==> config.mk <==
export PLATFORM = sky130hd
export DESIGN_NAME = pipe_latch_chain_flat
export DESIGN_NICKNAME = d
export VERILOG_FILES = /design/src/rtl/pipe_latch_chain_if.sv /design/src/rtl/pipe_latch_chain.sv /design/src/flat_wrapper.sv
export SDC_FILE = /design/constraint.sdc
export NUM_CORES = 1
export LEC_CHECK = 0
export BUFFER_PORTS_ARGS = -buffer_cell sky130_fd_sc_hd__buf_2
export CORE_MARGIN = 2
export CORE_UTILIZATION = 49
export CTS_BUF_LIST = sky130_fd_sc_hd__clkbuf_8
export CTS_CLUSTER_DIAMETER = 120
export DETAILED_ROUTE_END_ITERATION = 16
export PLACE_DENSITY = 0.81
export RECOVER_POWER = 25
export SLEW_MARGIN = 20
export SYNTH_ARGS = -nofsm -noshare
export SYNTH_HDL_FRONTEND = slang
export SYNTH_SLANG_ARGS = --single-unit
==> constraint.sdc <==
create_clock -name clk -period 23.8 [get_ports clk]
set_input_delay 7.14 -clock clk [delete_from_list [all_inputs] [get_ports clk]]
set_output_delay 7.14 -clock clk [all_outputs]
set_load 0.05 [all_outputs]
==> src/rtl/pipe_latch_chain_if.sv <==
// Fetch-side handshake into the latch chain: fetch offers instr/pc_inc with in_valid,
// the chain answers with a combinational in_ready.
interface pipe_latch_chain_if #(
  parameter int WIDTH = 16
);
  logic             in_valid;
  logic [WIDTH-1:0] in_instr;
  logic [WIDTH-1:0] in_pc_inc;
  logic             in_ready;

  modport master (output in_valid, output in_instr, output in_pc_inc, input in_ready);
  modport slave  (input in_valid, input in_instr, input in_pc_inc, output in_ready);
endinterface

==> src/rtl/pipe_latch_chain.sv <==
// Inter-stage pipeline latch chain with stall/flush/bubble control and retire/bubble/cycle counters.
// Latency: one edge per latch; a stall holds its latch and everything upstream, in_ready drops combinationally.
module pipe_latch_chain #(
  parameter int               STAGES = 4,
  parameter int               WIDTH  = 16,
  parameter logic [WIDTH-1:0] NOP    = 16'h0800,
  parameter int               CNT_W  = 32
) (
  input  logic                      clk,
  input  logic                      rst,
  pipe_latch_chain_if.slave         fetch,
  input  logic [STAGES-1:0]         stall,
  input  logic [STAGES-1:0]         flush,
  output logic [STAGES-1:0]         stage_valid,
  output logic [STAGES*WIDTH-1:0]   stage_instr,
  output logic [STAGES*WIDTH-1:0]   stage_pc_inc,
  output logic [CNT_W-1:0]          retire_cnt,
  output logic [CNT_W-1:0]          bubble_cnt,
  output logic [CNT_W-1:0]          cycle_cnt
);

  typedef struct packed {
    logic             valid;
    logic [WIDTH-1:0] instr;
    logic [WIDTH-1:0] pc_inc;
  } latch_t;

  localparam latch_t           BUBBLE = {1'b0, NOP, {WIDTH{1'b0}}};
  localparam logic [CNT_W-1:0] ONE    = CNT_W'(1);

  latch_t            stg [STAGES];
  latch_t            nxt [STAGES];
  logic [STAGES-1:0] hold;
  logic [CNT_W-1:0]  bubble_add;
  logic              retire_now;

  // A stalled latch freezes itself and every latch upstream of it.
  always_comb begin
    hold = '0;
    for (int k = 0; k < STAGES; k++) begin
      for (int j = k; j < STAGES; j++) begin
        if (stall[j]) hold[k] = 1'b1;
      end
    end
  end

  assign fetch.in_ready = ~hold[0];

  always_comb begin
    bubble_add = '0;
    if (flush[0])            nxt[0] = BUBBLE;
    else if (hold[0])        nxt[0] = stg[0];
    else if (fetch.in_valid) nxt[0] = {1'b1, fetch.in_instr, fetch.in_pc_inc};
    else                     nxt[0] = BUBBLE;
    for (int k = 1; k < STAGES; k++) begin
      if (flush[k])          nxt[k] = BUBBLE;
      else if (hold[k])      nxt[k] = stg[k];
      else if (hold[k-1]) begin
        // Hold boundary: downstream keeps moving, so it receives a bubble.
        nxt[k]     = BUBBLE;
        bubble_add = bubble_add + ONE;
      end
      else                   nxt[k] = stg[k-1];
    end
  end

  assign retire_now = stg[STAGES-1].valid & ~hold[STAGES-1] & ~flush[STAGES-1];

  always_ff @(posedge clk or posedge rst) begin
    if (rst) begin
      for (int k = 0; k < STAGES; k++) stg[k] <= BUBBLE;
      retire_cnt <= '0;
      bubble_cnt <= '0;
      cycle_cnt  <= '0;
    end else begin
      for (int k = 0; k < STAGES; k++) stg[k] <= nxt[k];
      cycle_cnt  <= cycle_cnt + ONE;
      bubble_cnt <= bubble_cnt + bubble_add;
      if (retire_now) retire_cnt <= retire_cnt + ONE;
    end
  end

  always_comb begin
    stage_valid  = '0;
    stage_instr  = '0;
    stage_pc_inc = '0;
    for (int k = 0; k < STAGES; k++) begin
      stage_valid[k]                = stg[k].valid;
      stage_instr[k*WIDTH +: WIDTH]  = stg[k].instr;
      stage_pc_inc[k*WIDTH +: WIDTH] = stg[k].pc_inc;
    end
  end

endmodule

==> src/flat_wrapper.sv <==
// flat-port wrapper written by rule: the top's interface ports become plain ports
module pipe_latch_chain_flat 
#(
  parameter int               STAGES = 4,
  parameter int               WIDTH  = 16,
  parameter logic [WIDTH-1:0] NOP    = 16'h0800,
  parameter int               CNT_W  = 32
)
  (clk, rst, stall, flush, stage_valid, stage_instr, stage_pc_inc, retire_cnt, bubble_cnt, cycle_cnt, fetch_in_valid, fetch_in_instr, fetch_in_pc_inc, fetch_in_ready);
  pipe_latch_chain_if #(.WIDTH(WIDTH)) fetch_i ();
  input  logic clk;
  input  logic rst;
  input  logic [STAGES-1:0] stall;
  input  logic [STAGES-1:0] flush;
  output logic [STAGES-1:0] stage_valid;
  output logic [STAGES*WIDTH-1:0] stage_instr;
  output logic [STAGES*WIDTH-1:0] stage_pc_inc;
  output logic [CNT_W-1:0] retire_cnt;
  output logic [CNT_W-1:0] bubble_cnt;
  output logic [CNT_W-1:0] cycle_cnt;
  input wire logic [$bits(fetch_i.in_valid)-1:0] fetch_in_valid;
  input wire logic [$bits(fetch_i.in_instr)-1:0] fetch_in_instr;
  input wire logic [$bits(fetch_i.in_pc_inc)-1:0] fetch_in_pc_inc;
  output wire logic [$bits(fetch_i.in_ready)-1:0] fetch_in_ready;
  assign fetch_i.in_valid = fetch_in_valid;
  assign fetch_i.in_instr = fetch_in_instr;
  assign fetch_i.in_pc_inc = fetch_in_pc_inc;
  assign fetch_in_ready = fetch_i.in_ready;
  pipe_latch_chain #(.STAGES(STAGES), .WIDTH(WIDTH), .NOP(NOP), .CNT_W(CNT_W)) u_core (.clk(clk), .rst(rst), .fetch(fetch_i), .stall(stall), .flush(flush), .stage_valid(stage_valid), .stage_instr(stage_instr), .stage_pc_inc(stage_pc_inc), .retire_cnt(retire_cnt), .bubble_cnt(bubble_cnt), .cycle_cnt(cycle_cnt));
endmodule
==> flow_metrics.py <==
metrics = {
    "setup_path": {
        "crit_fanout": 9,
        "crit_path_end_kind": "primary output",
        "r2r_slack_ps": 21340,
        "setup.worst_path.class": "in2out",
        "cp_common_cell": "buf_2",
        "start_kind": "input port",
        "cp.arrival_ps": 8370,
        "slowest_stage": "or3_1",
        "path_cells": "buf_2, or3_1, nor2_2, buf_2",
        "critPathMaxStageDelay_ps": 550,
        "crit_required_ps": 16660,
    },
    "synthesis": {
        "synthTopCellsByArea": "dfrtp_1, a22o_1, xnor2_1, xor2_1, nand4_1",
        "yosysTopAreaCellShare_pct": 60.67,
        "syn_area_um2": 9239,
        "yosys.area.top_type": "dfrtp_1",
        "synth_edf_count": 0,
        "yosysMostFrequentCell": "dfrtp_1",
        "ys_seq_area_share_pct": 61.81,
        "synth_ff_type": "dfrtp_1",
        "synthTopCellsByCount": "dfrtp_1, a22o_1, xnor2_1",
        "synth_seq_cells": 228,
        "syn_nets": 761,
        "synth_cell_types": 51,
        "syn_inst": 710,
        "syn_area_per_cell_um2": 13.01,
        "ys_warn_count": 0,
        "async_reset_ff_share_pct": 100.0,
    },
    "worst_hold_path": {
        "hold_path_class": "reg2reg",
    },
    "pwr": {
        "power.leakage_nw": 6.202,
        "seqPwrFrac_pct": 50.7,
        "clockPowerShare_pct": 41.6,
        "p_sw_share_pct": 26.00,
        "comb_power_share_pct": 7.6,
        "vdd_drop_max_mv": 0.04321,
        "p_int_mw": 0.5848,
        "power_mw": 0.7903,
        "power_density_nw_per_um2": 68.94,
        "p_sw_mw": 0.2054,
    },
    "clocking": {
        "clk_latency_ps": 530,
        "clock_sinks": 228,
        "cts_tree": "yes",
        "ctsResizeCount": 0,
        "ctsHoldBuffers": 0,
        "root_buffer": "clkbuf_8",
        "clkTransAtPathRegs_ps": 60,
        "post_cts_buffers": 0,
        "clock_path_buffers": 3,
        "cts-htree-levels": 2,
        "cts-buffers-inserted": 40,
    },
    "sta": {
        "drv_slew": 151,
        "rsz0062_at_grt": "false",
        "period_share_pct": 65.19,
        "setup_violations": 0,
        "fin_tns_setup_ps": 0,
        "hold_ws_ps": 467.1,
        "clock_skew_ps": 15.97,
        "period_needed_ps": 15510,
        "hold_viol": 0,
        "max_freq_mhz": 64.46,
        "relSlewSlack_pct": -326.9,
        "tightest_slew_ps": 6369,
    },
    "placement": {
        "place.gp.congestion": 0.9054,
        "place_area_um2": 10800,
        "portBuffers": 271,
        "hpwl_mm": 15.85,
    },
    "global_route": {
        "grt.overflow.total": 0,
        "antenna_found_initial": 0,
        "grt_pass1_vias": 6900,
        "grt_first_pass_wirelength_mm": 36.36,
        "grt_max_degree": 151,
        "grt_util_all_layers_pct": 22.95,
    },
    "die": {
        "die_height_um": 141.3,
        "core_um2": 18580,
        "rows": 50,
        "dieArea_um2": 19970,
        "ios": 272,
        "start_util_pct": 49.72,
        "dieWidth_um": 141.3,
    },
    "routing": {
        "drtIter0Drc": 347,
        "highest_layer": "met4",
        "via_per_inst": 5.570,
        "firstDrtPassIters": 4,
        "met3_wirelength_mm": 1.477,
        "wl_met2_mm": 11.14,
        "drt-total-wl_mm": 23.12,
        "wl_per_cell_um": 18.36,
        "wl_met1_mm": 9.490,
        "num_vias": 7013,
        "ant_nets": 0,
        "route.detailed.drc": 0,
    },
    "run_status": {
        "outcome": "complete, but fails checks",
        "violations": "capacitance limit, slew limit",
    },
    "run": {
        "drv_cap": 1,
    },
    "layout": {
        "utilization_pct": 61.69,
        "nNetsFinal": 1049,
        "insertedDiodeCount": 0,
        "drive_gt1_share_pct": 34.93,
        "finalInstanceArea_um2": 11460,
        "syn_to_final_growth_pct": 24.07,
    },
}
[stage by stage]
step	setup WS, ps	cells
final	8285	1259
after global placement	8338	1190
after CTS	8284	1259
after detailed placement	8284	1190
after global routing	8216	1259
after floorplan	8418	710
[sequential cells by signal, indices dropped and copies added (netlist names)]
signal and flops:
u_core.stage_valid 4, u_core.retire_cnt 32, u_core.cycle_cnt 32, u_core.stage_pc_inc 64, u_core.bubble_cnt 32, u_core.stage_instr 64
[final timing paths]
kind,startpoint,end,cells after the start
worst max-delay path,stall[2],fetch_in_ready,4
worst min-delay path,u_core.bubble_cnt[31],u_core.bubble_cnt[31],1
worst max register to register,u_core.bubble_cnt[0],u_core.bubble_cnt[12],7
worst min register to register,u_core.bubble_cnt[31],u_core.bubble_cnt[31],1
max in group asynchronous,rst,u_core.stage_instr[61],3
min in group asynchronous,rst,u_core.bubble_cnt[25],2
[metal layers]
| layer | up-vias | track usage (%) |
|---|---|---|
| li1 | 3186 | - |
| met1 | 3460 | 29.46 |
| met2 | 297 | 37.61 |
| met3 | 70 | 4.927 |
| met4 | 0 | 10.74 |
| met5 | - | 0 |
[critical path: cells and delay by family]
| kind | cells | cell delay, ps |
|---|---|---|
| buffers and inverters | 2 | 440 |
| AND/OR/NAND/NOR | 2 | 780 |
[layout by cell type, fill, tap and decap left out, types with 4 or more instances in the layout]
master / n
buf_2: 271
nor3_1: 21
nand4_1: 30
buf_4: 9
nor4_1: 8
dfstp_2: 4
clkbuf_8: 46
xnor2_1: 61
inv_1: 35
nand2_1: 31
and4_1: 6
a21oi_1: 7
and3_1: 9
nor2_1: 15
ha_1: 7
and2_1: 4
dfrtp_1: 224
xor2_1: 30
nand3_1: 34
a22o_1: 127
[final cells by class]
cell class                      count  area [um2]
Inverter                           18       68.82
Clock buffer                       46       633.1
Multi-Input combinational cell    430        3228
Clock inverter                     23       105.1
Tap cell                          234       292.8
Timing Repair Buffer              280        1424
Fill cell                        1465        7118
Sequential cell                   228        5710
[power by group through the flow]
stage          sequential (mW)  combinational (mW)  clock (mW)
2_1_floorplan            0.428              0.0216           0
3_3_place_gp             0.407              0.0601           0
3_5_place_dp             0.407              0.0615           0
4_1_cts                  0.401              0.0615       0.340
5_1_grt                  0.402              0.0656       0.357
6_report                 0.401              0.0604       0.329
[cells by family after synthesis]
kind of cell	Yosys count	synth area share, %
compound gates	140	12.93
xor+xnor	91	8.627
fa+ha+maj	8	1.165
buf+inv	52	2.803
flops	228	61.81
mux	2	0.2438
simple gates	189	12.42
(Power assumes the default switching activity.)
